`config.mk`:
```
export PLATFORM = sky130hd
export DESIGN_NAME = spi_master_ctrl
export DESIGN_NICKNAME = d
export VERILOG_FILES = /design/src/rtl/spi_pkg.sv /design/src/rtl/spi_clk_div.sv /design/src/rtl/spi_master_ctrl.sv
export SDC_FILE = /design/constraint.sdc
export NUM_CORES = 1
export LEC_CHECK = 0
export ABC_AREA = 1
export CELL_PAD_IN_SITES_DETAIL_PLACEMENT = 0
export CELL_PAD_IN_SITES_GLOBAL_PLACEMENT = 1
export CORE_MARGIN = 1.5
export CORE_UTILIZATION = 30
export CTS_CLUSTER_SIZE = 28
export DETAILED_ROUTE_END_ITERATION = 10
export GPL_TIMING_DRIVEN = 0
export PLACE_DENSITY_LB_ADDON = 0.12
export SYNTH_ARGS = -nofsm -noshare
export SYNTH_HDL_FRONTEND = slang
export SYNTH_SLANG_ARGS = --single-unit
```
`constraint.sdc`:
```
create_clock -name clk -period 1.9 [get_ports clk]
set_input_delay 0.475 -clock clk [delete_from_list [all_inputs] [get_ports clk]]
set_output_delay 0.475 -clock clk [all_outputs]
set_load 0.01 [all_outputs]
```
`src/rtl/spi_pkg.sv`:
```
// rtl/spi_pkg.sv - shared SPI master types and chip-select decode helper
package spi_pkg;

  localparam int CS_MAX   = 32;
  localparam int CS_SEL_W = 5;

  typedef enum logic [1:0] {
    IDLE  = 2'd0,
    SETUP = 2'd1,
    XFER  = 2'd2,
    HOLD  = 2'd3
  } spi_state_t;

  typedef enum logic [1:0] {
    MODE0 = 2'b00,
    MODE1 = 2'b01,
    MODE2 = 2'b10,
    MODE3 = 2'b11
  } spi_mode_t;

  // One-hot slave select; all zeros when the index is not a real slave.
  function automatic logic [CS_MAX-1:0] cs_decode(input int unsigned sel, input logic valid);
    logic [CS_MAX-1:0] oh;
    oh = '0;
    if (valid && (sel < CS_MAX)) oh[sel[CS_SEL_W-1:0]] = 1'b1;
    return oh;
  endfunction

endpackage

```
`src/rtl/spi_clk_div.sv`:
```
// rtl/spi_clk_div.sv - half-period tick generator for the SPI master
module spi_clk_div #(
  parameter int DIV_W = 8
) (
  input  logic             clk,
  input  logic             reset,
  input  logic             en_i,
  input  logic             restart_i,
  input  logic [DIV_W-1:0] div_i,
  output logic             tick_o
);

  logic [DIV_W-1:0] cnt_q;
  logic [DIV_W-1:0] cnt_d;
  logic             wrap;

  assign wrap   = (cnt_q == div_i);
  assign tick_o = en_i && !restart_i && wrap;

  always_comb begin
    cnt_d = cnt_q;
    if (restart_i) begin
      cnt_d = '0;
    end else if (en_i) begin
      cnt_d = wrap ? '0 : cnt_q + DIV_W'(1);
    end
  end

  always_ff @(posedge clk or posedge reset) begin
    if (reset) cnt_q <= '0;
    else       cnt_q <= cnt_d;
  end

endmodule

```
`src/rtl/spi_master_ctrl.sv`:
```
// rtl/spi_master_ctrl.sv - full-duplex SPI master, all CPOL/CPHA modes; SPI_LOOPBACK_EN adds a loopback input
module spi_master_ctrl #(
  parameter  int DATA_W = 8,
  parameter  int NUM_CS = 2,
  parameter  int DIV_W  = 8,
  localparam int CS_W   = (NUM_CS > 1) ? $clog2(NUM_CS) : 1
) (
  input  logic              clk,
  input  logic              reset,
  input  logic [DATA_W-1:0] tx_data,
  input  logic              tx_valid,
  output logic              tx_ready,
  input  logic [CS_W-1:0]   cs_sel,
  input  logic              cpol,
  input  logic              cpha,
  input  logic [DIV_W-1:0]  clk_div,
  output logic [DATA_W-1:0] rx_data,
  output logic              rx_valid,
  output logic              busy,
  output logic              sck,
  output logic              mosi,
  input  logic              miso,
`ifdef SPI_LOOPBACK_EN
  input  logic              loopback,
`endif
  output logic [NUM_CS-1:0] cs_n
);

  import spi_pkg::*;

  localparam int                EDGE_W    = $clog2(2 * DATA_W) + 1;
  localparam logic [EDGE_W-1:0] LAST_EDGE = EDGE_W'(2 * DATA_W - 1);

  spi_state_t        state_q;
  spi_mode_t         mode_q;
  logic [DIV_W-1:0]  div_q;
  logic [EDGE_W-1:0] edge_q;
  logic [DATA_W-1:0] tx_shift_q;
  logic [DATA_W-1:0] rx_shift_q;
  logic [DATA_W-1:0] rx_data_q;
  logic              tx_ready_q;
  logic              busy_q;
  logic              rx_valid_q;
  logic              sck_q;
  logic              mosi_q;
  logic [NUM_CS-1:0] cs_n_q;

  logic accept;
  logic tick;
  logic rx_bit;
  logic lat_cpol;
  logic lat_cpha;
  logic leading;
  logic last_edge;

  assign accept              = tx_valid && tx_ready_q;
  assign {lat_cpol, lat_cpha} = mode_q;
  assign leading             = ~edge_q[0];
  assign last_edge           = (edge_q == LAST_EDGE);

`ifdef SPI_LOOPBACK_EN
  assign rx_bit = loopback ? mosi_q : miso;
`else
  assign rx_bit = miso;
`endif

  spi_clk_div #(
    .DIV_W(DIV_W)
  ) u_clk_div (
    .clk      (clk),
    .reset    (reset),
    .en_i     (state_q != IDLE),
    .restart_i(accept),
    .div_i    (div_q),
    .tick_o   (tick)
  );

  always_ff @(posedge clk or posedge reset) begin
    if (reset) begin
      state_q    <= IDLE;
      mode_q     <= MODE0;
      div_q      <= '0;
      edge_q     <= '0;
      tx_shift_q <= '0;
      rx_shift_q <= '0;
      rx_data_q  <= '0;
      tx_ready_q <= 1'b1;
      busy_q     <= 1'b0;
      rx_valid_q <= 1'b0;
      sck_q      <= 1'b0;
      mosi_q     <= 1'b0;
      cs_n_q     <= '1;
    end else begin
      rx_valid_q <= 1'b0;
      case (state_q)
        IDLE: begin
          if (accept) begin
            state_q    <= SETUP;
            mode_q     <= spi_mode_t'({cpol, cpha});
            div_q      <= clk_div;
            edge_q     <= '0;
            tx_shift_q <= tx_data;
            rx_shift_q <= '0;
            tx_ready_q <= 1'b0;
            busy_q     <= 1'b1;
            sck_q      <= cpol;
            cs_n_q     <= ~NUM_CS'(cs_decode(32'(cs_sel), 32'(cs_sel) < NUM_CS));
            if (!cpha) mosi_q <= tx_data[DATA_W-1];
          end
        end
        SETUP: begin
          if (tick) state_q <= XFER;
        end
        XFER: begin
          if (tick) begin
            sck_q  <= last_edge ? lat_cpol : ~sck_q;
            edge_q <= edge_q + EDGE_W'(1);
            // Sample edge is leading for CPHA=0 and trailing for CPHA=1; the other edge drives.
            if (leading ^ lat_cpha) begin
              rx_shift_q <= {rx_shift_q[DATA_W-2:0], rx_bit};
            end else if (lat_cpha) begin
              mosi_q     <= tx_shift_q[DATA_W-1];
              tx_shift_q <= tx_shift_q << 1;
            end else if (!last_edge) begin
              mosi_q     <= tx_shift_q[DATA_W-2];
              tx_shift_q <= tx_shift_q << 1;
            end
            if (last_edge) state_q <= HOLD;
          end
        end
        HOLD: begin
          if (tick) begin
            state_q    <= IDLE;
            cs_n_q     <= '1;
            rx_data_q  <= rx_shift_q;
            rx_valid_q <= 1'b1;
            tx_ready_q <= 1'b1;
            busy_q     <= 1'b0;
          end
        end
        default: state_q <= IDLE;
      endcase
    end
  end

  assign tx_ready = tx_ready_q;
  assign busy     = busy_q;
  assign rx_valid = rx_valid_q;
  assign rx_data  = rx_data_q;
  assign sck      = sck_q;
  assign mosi     = mosi_q;
  assign cs_n     = cs_n_q;

endmodule

```
Word-level counts from Yosys, hierarchy flattened
Index checks and enable logic that the tools add are counted.
{ "totals": {"regBits": 56, "inputBits": 23, "out_inout_bits": 15, "elab_cells": 102} }
{ "classes": {"addsub": 2, "magnitude_cmp": 2, "eq_ne": 14, "muxes": 48, "bitwise": 4, "n_reduce_logical": 18} }
{ "ops": {"columns": ["cell", "count"], "rows": [
  ["8-bit two-way mux", 11],
  ["8-bit one-hot mux with 2 select lines", 2],
  ["2-bit two-way mux", 9],
  ["1-bit two-way mux", 16],
  ["2-bit inequality test (second input constant)", 7],
  ["5-bit two-way mux", 2],
  ["5-bit one-hot mux with 2 select lines", 1],
  ["5-bit AND reduction", 2],
  ["8-bit by 1-bit adder with 8-bit output (second input constant)", 1],
  ["8-bit == test", 1],
  ["1-bit one-hot mux with 2 select lines", 4],
  ["2-bit one-hot mux with 4 select lines", 1],
  ["2-bit nonzero test", 4],
  ["1-bit by 6-bit < comparator with 1-bit output (second input constant)", 1],
  ["3-bit AND reduction", 2],
  ["6-bit AND reduction", 1],
  ["5-bit by 1-bit adder with 5-bit output (second input constant)", 1],
  ["5-bit by 4-bit == test with 1-bit output (second input constant)", 1],
  ["2-bit == test (second input constant)", 2],
  ["1-bit logical AND", 4],
  ["2-bit one-hot mux with 2 select lines", 1],
  ["2-bit AND reduction", 2],
  ["4-bit AND reduction", 1],
  ["3-bit inequality test (second input constant)", 1],
  ["9 further kinds", 10]
]} }

Depth between registers and ports, before layout
{ "logic_depth": {"ltp_word": 9, "mapped_depth": 11, "ltp_nobuf": 10} }

By module
From an unflattened synthesis, not the netlist that was laid out.
{ "hier_totals": {"cells_unflattened": 368, "area_unflattened_um2": 2922.8} }
{ "by_module_without_submodules": {"columns": ["module", "instances", "cells_per_inst", "area_each_um2", "seq_area_each_um2"], "rows": [
  ["spi_master_ctrl", 1, 261, 2289.7, 1204.9],
  ["spi_clk_div", 1, 107, 633.1, 200.2]
]} }

Least setup slack after synthesis
Ideal clock, no wire load.
{ "synth_timing": {"path_kind": "register -> register", "start": "register edge_q[0]", "end": "register tx_shift_q[7]", "setup_ns": 0.121, "arrival_time_ns": 1.660, "t_required_ns": 1.779, "setup_slack_ns": 0.119, "path_stages_with_launch": 12, "n_path_buf": 1, "period_less_slack_ns": 1.781, "cell_sequence": "dfrtp_1 ha_1 nand2_1 nor2_1 ha_1 nand2_1 o21ai_0 nor2_1 nand3_4 buf_6 nand2_2 o21ai_2"} }
{ "synth_via": {"elab_chain_len": 4, "word_cells_on_any_way": 6, "cone_classes": "eq/ne (3); bitwise (2); reduce/logical (1)"} }
{ "synth_rtl": {"columns": ["element", "line_no", "rtl"], "rows": [
  ["from (decl)", "spi_master_ctrl.sv:37", "logic [EDGE_W-1:0] edge_q;"],
  ["from (signal assigned)", "spi_master_ctrl.sv:117", "edge_q <= edge_q + EDGE_W'(1);"],
  ["parallel branches: the longest is 3 deep, another holds 5-bit by 4-bit == test with 1-bit output", null, null],
  ["5-bit AND reduction (no line) (*)", null, null],
  ["to (signal assigned)", "spi_master_ctrl.sv:102", "tx_shift_q <= tx_data;"],
  ["to (signal assigned)", "spi_master_ctrl.sv:123", "tx_shift_q <= tx_shift_q << 1;"],
  ["to (signal assigned)", "spi_master_ctrl.sv:126", "tx_shift_q <= tx_shift_q << 1;"],
  ["to (decl)", "spi_master_ctrl.sv:38", "logic [DATA_W-1:0] tx_shift_q;"]
]} }
Mark *: on every way between the ends.
A chain may end at the register's enable or synchronous reset.

Final worst setup path
{ "layout_timing": {"start": "register cs_n_q[0] (netlist: cs_n[0])", "end": "output cs_n[0]"} }
{ "layout_lines": {"columns": ["element", "line_no", "rtl"], "rows": [
  ["from (decl)", "spi_master_ctrl.sv:46", "logic [NUM_CS-1:0] cs_n_q;"],
  ["from (signal assigned)", "spi_master_ctrl.sv:107", "cs_n_q <= ~NUM_CS'(cs_decode(32'(cs_sel), 32'(cs_sel) < NUM_CS));"],
  ["to (decl)", "spi_master_ctrl.sv:26", "output logic [NUM_CS-1:0] cs_n"]
]} }
No word-level cell between the ends.

==> run_results.csv <==
group,metric,value,unit
synth,synth.yosys.seq_area_share,0.496,
floorplanning,site_rows,35,
timing,layout_min_cycle_time,1860,ps
critical_path,critical_path.reg2reg.startpoint,"edge_q[0]$_DFFE_PP0P_",
critical_path,worstPathMaxFanout,2,
synth,yosys_warnings,0,
critical_path,crit_required,1420,ps
finish,multi_input_area,0.00129,mm²
placement,dp_slack,-454,ps
clock_network,cts-buffers-inserted,5,
worst_hold_path,hold_path.class,"register to register",
pwr,clkPwrFrac,0.349,
global_route,grtUsageTotal,0.130,
flow_run,max_cap_viol_count,0,
synth,number_of_flops_mapped_to_enable_cells_by_yosys,0,
critical_path,worstReg2RegEnd,"tx_shift_q[6]$_DFFE_PP0P_",
clock_network,cts_num_sinks,56,
pwr,p_per_area,538,mW/mm²
synth,distinct_cell_type_count_of_the_synthesized_netlist,34,
critical_path,worstPathCellList,"clkdlybuf4s50_1",
pwr,static_leak,1.75,nW
critical_path,crit_slowest_cell,"sky130_fd_sc_hd__dfstp_2",
finish,share_of_cells_above_drive_strength_1,0.204,
critical_path,path_delay_family,"flip-flops",
worst_hold_path,worst_hold_path.endpoint,"busy$_DFFE_PP0P_",
synth,synthesis.area_per_instance,8.97,µm²
synth,syn-instance-count,316,
detailed_routing,detail_route.vias_per_cell,4.43,
global_route,grt_pass1_wl,10300,µm
critical_path,timing.critical_path.slowest_cell_delay,550,ps
floorplanning,pin_count,38,
detailed_routing,vias,2145,
timing,setup_ws,37.8,ps
worst_hold_path,holdCritStartpoint,"busy$_DFFE_PP0P_",
detailed_routing,detail_route.first_pass.iterations,4,
synth,flops_latches_synth,56,
pwr,net-switching-power,0.000457,W
floorplanning,initial_utilization,0.308,
critical_path,worst_setup_path_end_kind,"output pin",
placement,placement.io_buffers,37,
finish,filler_cell_count,953,
timing,rsz0062_at_grt,"yes",
detailed_routing,drt-initial-drc-count,58,
timing,worst_slew_margin_rel,0.575,
critical_path,cp_num_buf_inv,1,
worst_hold_path,hold_path_depth,2,
synth,synth-async-reset-ratio,1.00,
detailed_routing,detail_route.drc_violations,0,
synth,synthTopCellsByArea,"sky130_fd_sc_hd__dfrtp_1, sky130_fd_sc_hd__nand2_1, sky130_fd_sc_hd__o21ai_2",
pwr,power_frac_comb,0.044,
placement,place.detailed.hpwl,4230,µm
synth,synth.largest_area_cell,"sky130_fd_sc_hd__dfrtp_1",
critical_path,crit_arrival,1390,ps
clock_network,clk_transition_reported_paths,110,ps
finish,fin_nets,402,
critical_path,worst-r2r-setup-slack,120,ps
timing,setup_viol,0,
global_route,pin_count_of_the_biggest_net_entering_global_routing,30,
global_route,antenna_violations_before_repair,0,
timing,worstMarginPinSlew,637,ps
critical_path,timing.reg2reg.worst_path_depth,10,
timing,timing.hold.ws,483,ps
pwr,power_switching_share,0.233,
timing,slew_viol_final,0,
timing,hold_viol,0,
synth,synthFlopType,"sky130_fd_sc_hd__dfrtp_1",
synth,synth_top_cell_area_share,0.468,
timing,fin_worst_skew,11.5,ps
clock_network,cts.hold.buffers_added,0,
critical_path,worstSetupStartpointType,"register",
finish,area.sequential,0.00141,mm²
synth,mappedNetlistArea,0.00284,mm²
timing,achievable-frequency,0.537,GHz
clock_network,h-tree-depth,2,
timing,final_min_period_over_clock_period,0.980,
pwr,internal-power,0.00150,W
floorplanning,die-height,100,µm
clock_network,clock_tree.root_cell,"sky130_fd_sc_hd__clkbuf_8",
finish,diodes,0,
critical_path,critical_path_class,"register to output pin",
pwr,seqPwrFrac,0.607,
floorplanning,die-area,0.0100,mm²
global_route,grt_overflow,0,
synth,syn_nets,346,
detailed_routing,drt_wirelength,6070,µm
finish,layout-area-overhead-vs-synth,28.6,%
synth,synth_most_common_cell,"sky130_fd_sc_hd__nand2_1",
status,run_status,"completed",
pwr,ir_worst_vdd,0.308,mV
floorplanning,die_width,100,µm
clock_network,maximum_count_of_clock_buffers_along_a_single_path,2,
synth,leading_post_synthesis_cells_by_instance_count,"sky130_fd_sc_hd__nand2_1, sky130_fd_sc_hd__dfrtp_1, sky130_fd_sc_hd__inv_1, sky130_fd_sc_hd__nor2_1, sky130_fd_sc_hd__o21ai_2",
floorplanning,design.core.area,0.00920,mm²
detailed_routing,drtAntennaViolNets,0,
global_route,first_global_vias,2067,
clock_network,clock_tree_from_tritoncts,"built",
detailed_routing,wl_per_cell,12.5,µm
critical_path,critical_path_depth,1,
clock_network,clk_latency,310,ps
placement,place_congestion,0.733,
area by class of cell:
class                           instances  share of cell area
Multi-Input combinational cell        216               0.354
Inverter                               36              0.0381
Tap cell                              111              0.0381
Buffer                                  7              0.0196
Clock inverter                          3             0.00618
Sequential cell                        56               0.386
Clock buffer                            5              0.0189
Timing Repair Buffer                   50               0.139
layer usage:
metal / share of wire / GRT usage / wire (µm) / vias up
met3: 0.038 / 0.0292 / 232 / 5
li1: - / - / - / 1126
met5: 0 / 0 / 0 / -
met2: 0.43 / 0.196 / 2590 / 33
met1: 0.53 / 0.190 / 3200 / 981
met4: 0.0076 / 0.0293 / 46 / 0
layout by cell type, fill, tap and decap left out, types with 6 or more instances in the layout:
cell / synthesis / final
sky130_fd_sc_hd__a21boi_1: 6 / 6
sky130_fd_sc_hd__inv_1: 33 / 29
sky130_fd_sc_hd__dfrtp_1: 53 / 52
sky130_fd_sc_hd__buf_4: 0 / 10
sky130_fd_sc_hd__xor2_1: 6 / 6
sky130_fd_sc_hd__clkdlybuf4s50_1: 0 / 35
sky130_fd_sc_hd__o21ai_0: 13 / 12
sky130_fd_sc_hd__mux2i_1: 7 / 7
sky130_fd_sc_hd__nand2_1: 97 / 97
sky130_fd_sc_hd__inv_2: 3 / 6
sky130_fd_sc_hd__o21ai_2: 16 / 16
sky130_fd_sc_hd__nor2_1: 16 / 12
sky130_fd_sc_hd__nand4_1: 6 / 6
sky130_fd_sc_hd__nand3_1: 6 / 6
power groups by stage:
stage	sequential [W]	combinational, W	clock, W
after CTS	0.00119	0.0000899	0.000727
after detailed placement	0.00121	0.0000894	0
after floorplan	0.00121	0.0000266	0
after global placement	0.00121	0.0000838	0
after global routing	0.00119	0.0000959	0.000780
final	0.00119	0.0000859	0.000685
registers in the layout, indices dropped and copies added (netlist names):
signal	count
cs_n	2
mosi	1
state_q	2
rx_data	8
u_clk_div.cnt_q	8
edge_q	5
tx_ready	1
rx_valid	1
sck	1
busy	1
div_q	8
tx_shift_q	8
rx_shift_q	8
mode_q	2
worst register-to-register path, cell delays in order (launching register included):
cell	delay, ps
sky130_fd_sc_hd__dfrtp_2	430
sky130_fd_sc_hd__ha_2	190
sky130_fd_sc_hd__nand2_1	80
sky130_fd_sc_hd__nor2_1	40
sky130_fd_sc_hd__ha_1	180
sky130_fd_sc_hd__nand2_1	80
sky130_fd_sc_hd__o21ai_1	70
sky130_fd_sc_hd__nor2_2	190
sky130_fd_sc_hd__nand3_4	150
sky130_fd_sc_hd__clkbuf_16	190
sky130_fd_sc_hd__o21ai_2	110
logic make-up (layout without fill, tap and decap cells):
group	count (synthesis)	count (layout)	synth area share
AND/OR/NAND/NOR	143	143	0.230
flip-flops	56	56	0.496
AO/OA/AOI/OAI	48	48	0.117
buffers and inverters	44	101	0.0675
XOR/XNOR	11	11	0.0340
adder cells (fa/ha/maj)	7	7	0.0309
multiplexers	7	7	0.0247
repair_timing:
| item | 4_1_cts | 5_1_grt |
|---|---|---|
| gates resized for setup | 9 | 19 |
| pin swaps | 2 | 3 |
| setup endpoints to repair | 31 | 37 |
| hold endpoints to repair | 0 | 0 |
| gates cloned | 0 | 1 |
| buffers inserted | 1 | 10 |
worst max-delay path by stage:
stage	end	slack (ps)	from
3_5_place_dp	mode_q[1]$_DFFE_PP0P_	-450	tx_valid
4_1_cts	cs_n[0]$_DFFE_PP1P_	5	state_q[0]$_DFFE_PP0P_
6_report	cs_n[0]	40	cs_n[0]$_DFFE_PP1P_
5_1_grt	tx_shift_q[2]$_DFFE_PP0P_	-10	edge_q[0]$_DFFE_PP0P_
3_3_place_gp	tx_shift_q[0]$_DFFE_PP0P_	-1200	reset
2_1_floorplan	busy$_DFFE_PP0P_	60	reset
stage by stage:
step / util / std cells / area, µm² / setup TNS (ps) / total power (W)
6_report: 0.396 / 484 / 3640 / 0 / 0.00196
5_1_grt: 0.396 / 484 / 3640 / -29.4 / 0.00207
4_1_cts: 0.379 / 473 / 3480 / 0 / 0.00201
3_5_place_dp: 0.366 / 465 / 3360 / -14160 / 0.00130
3_3_place_gp: 0.364 / 464 / 3340 / -78850 / 0.00130
2_1_floorplan: - / 316 / 2840 / 0 / 0.00124
(Power assumes the default switching activity.)
==> variant 1, RTL diff (same flow settings) <==
Make the reset (`reset`) synchronous in 2 clocked blocks.
--- a/src/rtl/spi_clk_div.sv
+++ b/src/rtl/spi_clk_div.sv
@@ -27,5 +27,5 @@
   end
 
-  always_ff @(posedge clk or posedge reset) begin
+  always_ff @(posedge clk) begin
     if (reset) cnt_q <= '0;
     else       cnt_q <= cnt_d;
--- a/src/rtl/spi_master_ctrl.sv
+++ b/src/rtl/spi_master_ctrl.sv
@@ -76,5 +76,5 @@
   );
 
-  always_ff @(posedge clk or posedge reset) begin
+  always_ff @(posedge clk) begin
     if (reset) begin
       state_q    <= IDLE;
Function: differs if reset is asserted again (counterexample within 4 cycles, from zero or initial values and one cycle with reset high); with reset held inactive, the same outputs for 10 cycles.
==> variant 1 against the original RTL <==
Sequential cell count is the same. Highest routed layer unchanged. Utilization grew 0.40 points. Die area shrank 9.1%. Clock skew shrank 0.0036 ns. Critical endpoint is now tx_shift_q[4]. Synthesized area shrank 9.4%. Critical path type is now reg -> reg. Wire length grew 0.54%. Final area shrank 9.3%. Sequential share of layout area shrank 4.6 points. Worst setup slack gained 0.077 ns.
Power is not compared: it rests on default switching activity, and its combinational part moved more than twofold at a synthesized area within 25%.
==> variant 1: results (changes against the original RTL) <==
Global route
  • Overall routing resource usage: 14.9% (was 13.0%)
  • Initial antenna violation count: 0 (unchanged)
  • M2 GR Usage: 24.2% (was 19.6%)
  • Via count of the first global-routing pass: 2204 (was 2067)
  • First-pass GRT wire length: 10.5 mm (was 10.3 mm)
  • Largest net degree at the start of global routing: 20 (was 30)
  • M1 GR Usage: 20.2% (was 19.0%)
  • Met3 usage: 2.79% (was 2.92%)
  • GR peak layer: met2 (unchanged)

Logic synthesis
  • Synth top cells by count: 97 x nand2_1, 56 x dfxtp_1, 55 x nor2_1 (was 97 x nand2_1, 53 x dfrtp_1, 33 x inv_1)
  • Top_reg_cell synth: dfxtp_1 (was dfrtp_1)
  • Ys async rst share: 0% (was 100%)
  • Avg Cell Area, Syn: 7.12 sq um (was 8.97 sq um)
  • Yosys cell types: 31 (was 34)
  • Yosys warns: 0 (unchanged)
  • Post-synth EDFFs: 0 (unchanged)
  • Synth top area cells: dfxtp_1 44%, nand2_1 14%, nor2_1 8.0% (was dfrtp_1 47%, nand2_1 13%, o21ai_2 4.9%)
  • Post-Syn Nets: 391 (was 346)
  • Sequential fraction of the synthesis area: 43.6% (was 49.6%)

Drt
  • Via density: 4.42 (was 4.43)
  • Drt initial violations: 94 (was 58)
  • Routed len/inst: 11.8 microns (was 12.5 microns)
  • Initial DRT Pass Iterations: 4 (unchanged)

Finish
  • Fill count: 921 (was 953)
  • Nets: 443 (was 402)
  • Ratio of cells with drive above 1 in the final layout: 12.3% (was 20.4%)
  • Final Non-Filler Cells: 519 (was 484)
  • ANT cells: 0 (unchanged)

Power
  • Leakage power: 0.00141 uW
  • Peak supply drop: 0.674 mV

Setup path
  • CP peak stage delay: 0.38 ns (was 0.55 ns)
  • CP Class: reg -> reg (was reg -> out)
  • CP max FO: 10 (was 2)
  • Crit path max-delay family: simple AND/OR/NAND/NOR gates (was flip-flops)
  • Crit Reg-Reg Startpoint: edge_q[0] (unchanged)
  • Crit path DAT: 2.01 ns (was 1.39 ns)
  • Slowest cell on crit path: dfxtp_4 (was dfstp_2)

Placement
  • Dpl hpwl: 4.37 mm (was 4.23 mm)
  • Dpl cells: 503 (was 465)
  • Routability cong.: 0.761 (was 0.733)
  • Area after DPL: 0.00307 sq mm (was 0.00336 sq mm)
  • Post-Place Worst Slack: -0.648 ns (was -0.454 ns)
  • Port Buffers: 37 (unchanged)

Clocking
  • Reg clk slew, reported paths: 0.11 ns (about the same)
  • Worst-skew pair later-pin latency: 0.31 ns (about the same)
  • Clock Tree Buf Depth: 2 (unchanged)
  • H-Tree Depth: 2 (unchanged)
  • Clk root buf: clkbuf_8 (unchanged)

Timing
  • Worst slew pin tran: 0.482 ns (was 0.637 ns)
  • Final Skew: 0.00793 ns (was 0.0115 ns)

Hold path
  • Hold Startpoint: rx_data[0] (was busy)
  • Hold Path Class: reg -> reg (unchanged)

Run status
  • Status: complete, no violations (unchanged)
-- variant 1: area by class of cell --
class	instances	area (sq um)	share of cell area, %
Buffer	9	62.6	1.89
Clock buffer	5	68.8	2.08
Clock inverter	3	25.0	0.757
Inverter	42	168	5.07
Multi-Input combinational cell	254	1290	39.2
Sequential cell	56	1120	34.0
Tap cell	105	131	3.97
Timing Repair Buffer	45	430	13.0
-- variant 1: cells by family (layout without fill, tap and decap cells) --
family,Yosys count,after routing,synth area share [%]
XOR/XNOR,10,10,3.70
buffers and inverters,51,104,8.13
flip-flops,56,56,43.6
adder cells (fa/ha/maj),7,7,3.41
AO/OA/AOI/OAI,48,48,9.79
AND/OR/NAND/NOR,189,189,31.3
-- variant 1: timing repair --
action,CTS,global route
pin swaps,1,4
resized for setup,13,17
setup buffers,3,5
setup endpoints to repair,28,35
-- variant 1: power breakdown --
part	internal (uW)	switching, uW
Sequential	1400	119
Clock	270	431
Combinational	936	1430
Total	2610	1980
-- variant 1: worst paths after layout --
path         slack (ns)  cells after the start             to
max reg2reg        0.11                     11  tx_shift_q[4]
min reg2reg        0.45                      2     rx_data[0]
min                0.45                      2     rx_data[0]
max                0.11                     11  tx_shift_q[4]
-- variant 1: metal layers --
layer / vias to the layer above / part of all wire [%]
met3: 4 / 3.0
met4: 0 / 0.89
met5: - / 0
met1: 1020 / 52
met2: 32 / 44
li1: 1239 / -
-- variant 1: worst min-delay path: stages, from the launching register on --
cell	delay, ns
dfxtp_1	0.32
nand2_1	0.06
nand2_1	0.04
==> variant 2, RTL diff (same flow settings) <==
Without the edit above. Add a define of `SPI_LOOPBACK_EN`.
--- a/src/rtl/spi_master_ctrl.sv
+++ b/src/rtl/spi_master_ctrl.sv
@@ -1,3 +1,5 @@
 // rtl/spi_master_ctrl.sv - full-duplex SPI master, all CPOL/CPHA modes; SPI_LOOPBACK_EN adds a loopback input
+`define SPI_LOOPBACK_EN
+
 module spi_master_ctrl #(
   parameter  int DATA_W = 8,
Interface: changed (added loopback); port bits go from 38 to 39. No check against the original RTL was run, so the function may have changed too.
==> variant 2 against the original RTL <==
Synthesized area increased by 0.57%. Fmax up 3.3%. Cell count grew 9.3%. Power increased by 1.5%. Clock skew grew 0.0019 ns. First-iteration DRC count shrank 36%. Wire length is 0.74% higher. Sequential cell count did not move. Final area shrank 2.0%. Count of clock-buffer cells in the layout unchanged. Sequential share of layout area rose by 0.74 points. Via count rose by 7.0%. Worst setup slack improved by 0.060 ns.
==> variant 2: results (changes against the original RTL) <==
Run status
  • Status: complete, no violations (unchanged)

Finish
  • ANT cells: 0 (unchanged)
  • Ratio of cells with drive above 1 in the final layout: 12.5% (was 20.4%)
  • Fill count: 957 (was 953)
  • Nets: 430 (was 402)
  • Final Non-Filler Cells: 529 (was 484)

Logic synthesis
  • Synth top cells by count: 128 x nand2_1, 53 x dfrtp_1, 36 x inv_1 (was 97 x nand2_1, 53 x dfrtp_1, 33 x inv_1)
  • Top_reg_cell synth: dfrtp_1 (unchanged)
  • Gate Count Post-Synth: 349 (was 316)
  • Yosys warns: 0 (unchanged)
  • Sequential fraction of the synthesis area: 49.3% (was 49.6%)
  • Synth top area cells: dfrtp_1 47%, nand2_1 17%, inv_1 4.7% (was dfrtp_1 47%, nand2_1 13%, o21ai_2 4.9%)
  • Yosys cell types: 30 (was 34)
  • Post-Syn Nets: 380 (was 346)
  • Ys async rst share: 100% (unchanged)

Clocking
  • Clk root buf: clkbuf_8 (unchanged)
  • Num CTS Buffers: 5 (unchanged)
  • Clock Tree Buf Depth: 2 (unchanged)
  • Worst-skew pair later-pin latency: 0.32 ns
  • Reg clk slew, reported paths: 0.11 ns (about the same)
  • H-Tree Depth: 2 (unchanged)

Setup path
  • Crit path max-delay family: simple AND/OR/NAND/NOR gates (was flip-flops)
  • CP max FO: 9 (was 2)
  • CP peak stage delay: 0.43 ns (was 0.55 ns)
  • Crit path DAT: 2.03 ns (was 1.39 ns)
  • Slowest cell on crit path: dfrtp_1 (was dfstp_2)

Timing
  • Hold_ws: 0.485 ns (was 0.483 ns)
  • Worst slew pin tran: 0.669 ns (was 0.637 ns)
  • Peak Freq: 555 MHz (was 537 MHz)
  • Final Skew: 0.0134 ns (was 0.0115 ns)

Power
  • Leakage power: 0.00182 uW (was 0.00175 uW)
  • Sw frac: 24.0% (was 23.3%)
  • Peak supply drop: 0.291 mV (was 0.308 mV)

Placement
  • Dpl cells: 517 (was 465)
  • Dpl hpwl: 4.39 mm (was 4.23 mm)
  • Routability cong.: 0.748 (was 0.733)
  • Port Buffers: 38 (was 37)
  • Area after DPL: 0.00341 sq mm (was 0.00336 sq mm)
  • Post-Place Worst Slack: -0.430 ns (was -0.454 ns)

Run
  • Maxcap violations: 0 (unchanged)

Global route
  • Largest net degree at the start of global routing: 30 (unchanged)
  • First-pass GRT wire length: 10.7 mm (was 10.3 mm)
  • Via count of the first global-routing pass: 2221 (was 2067)
  • Overall routing resource usage: 13.5% (was 13.0%)
  • Initial antenna violation count: 0 (unchanged)

Drt
  • Drt initial violations: 37 (was 58)
  • Detailed Route WL: 6.11 mm (was 6.07 mm)
  • Initial DRT Pass Iterations: 6 (was 4)
  • Via density: 4.34 (was 4.43)

Hold path
  • Hold Path Class: reg -> reg (unchanged)
-- variant 2: metrics by stage --
stage	utilization [%]	power, uW	TNS [ns]
after floorplan	-	1240	0
after global placement	36.7	1300	-75.18
after detailed placement	36.9	1310	-12.16
after CTS	38.3	2020	0
after global routing	38.7	2080	-0.752
final	38.7	1990	0
-- variant 2: cells by family after synthesis --
| family | Yosys count | share of synthesized area (%) |
|---|---|---|
| buffers and inverters | 49 | 7.15 |
| DFF | 56 | 49.3 |
| adders and majority gates | 7 | 3.07 |
| and+or+nand+nor | 191 | 29.9 |
| AOI/OAI and AO/OA | 36 | 7.50 |
| xor gates and xnor gates | 10 | 3.07 |
-- variant 2: power by group through the flow --
stage          Clock (uW)  Combinational, uW  Sequential (uW)
2_1_floorplan           0               28.3             1210
3_3_place_gp            0               88.2             1210
3_5_place_dp            0               93.8             1210
4_1_cts               733               94.3             1190
5_1_grt               781                103             1190
6_report              709               90.2             1190
-- variant 2: worst min-delay path, stage by stage (launching register included) --
cell,delay [ns]
dfrtp_1,0.36
nand2_1,0.05
nand2_1,0.05
-- variant 2: timing repair --
item,in CTS,in global routing
resized for setup,9,8
pin swaps,2,1
hold buffers,0,0
setup buffers,1,3
setup endpoints to repair,33,28
cloned,0,0
-- variant 2: final timing paths --
path / startpoint / to / depth (start not counted)
min in group asynchronous: reset / div_q[3] / 2
min reg2reg: rx_data[5] / rx_data[5] / 2
min: rx_data[5] / rx_data[5] / 2
max in group asynchronous: reset / cs_n[0] / 3
max: state_q[0] / rx_shift_q[7] / 8
max reg2reg: state_q[0] / rx_shift_q[7] / 8
-- variant 2: metal layers --
layer / GRT usage, % / share of wire, % / vias up
li1: - / - / 1201
met4: 4.23 / 1.2 / 0
met5: 0 / 0 / -
met3: 2.57 / 2.9 / 6
met2: 21.2 / 43 / 35
met1: 18.8 / 53 / 1053
-- variant 2: area by class of cell --
type	count	area (sq um)	area share, %
clock buffer	5	68.8	1.93
tap	129	161	4.52
timing repair buffer	43	434	12.1
inverter	41	154	4.31
buffer	8	53.8	1.51
multi-input combinational	244	1270	35.6
clock inverter	3	25.0	0.700
sequential	56	1410	39.3
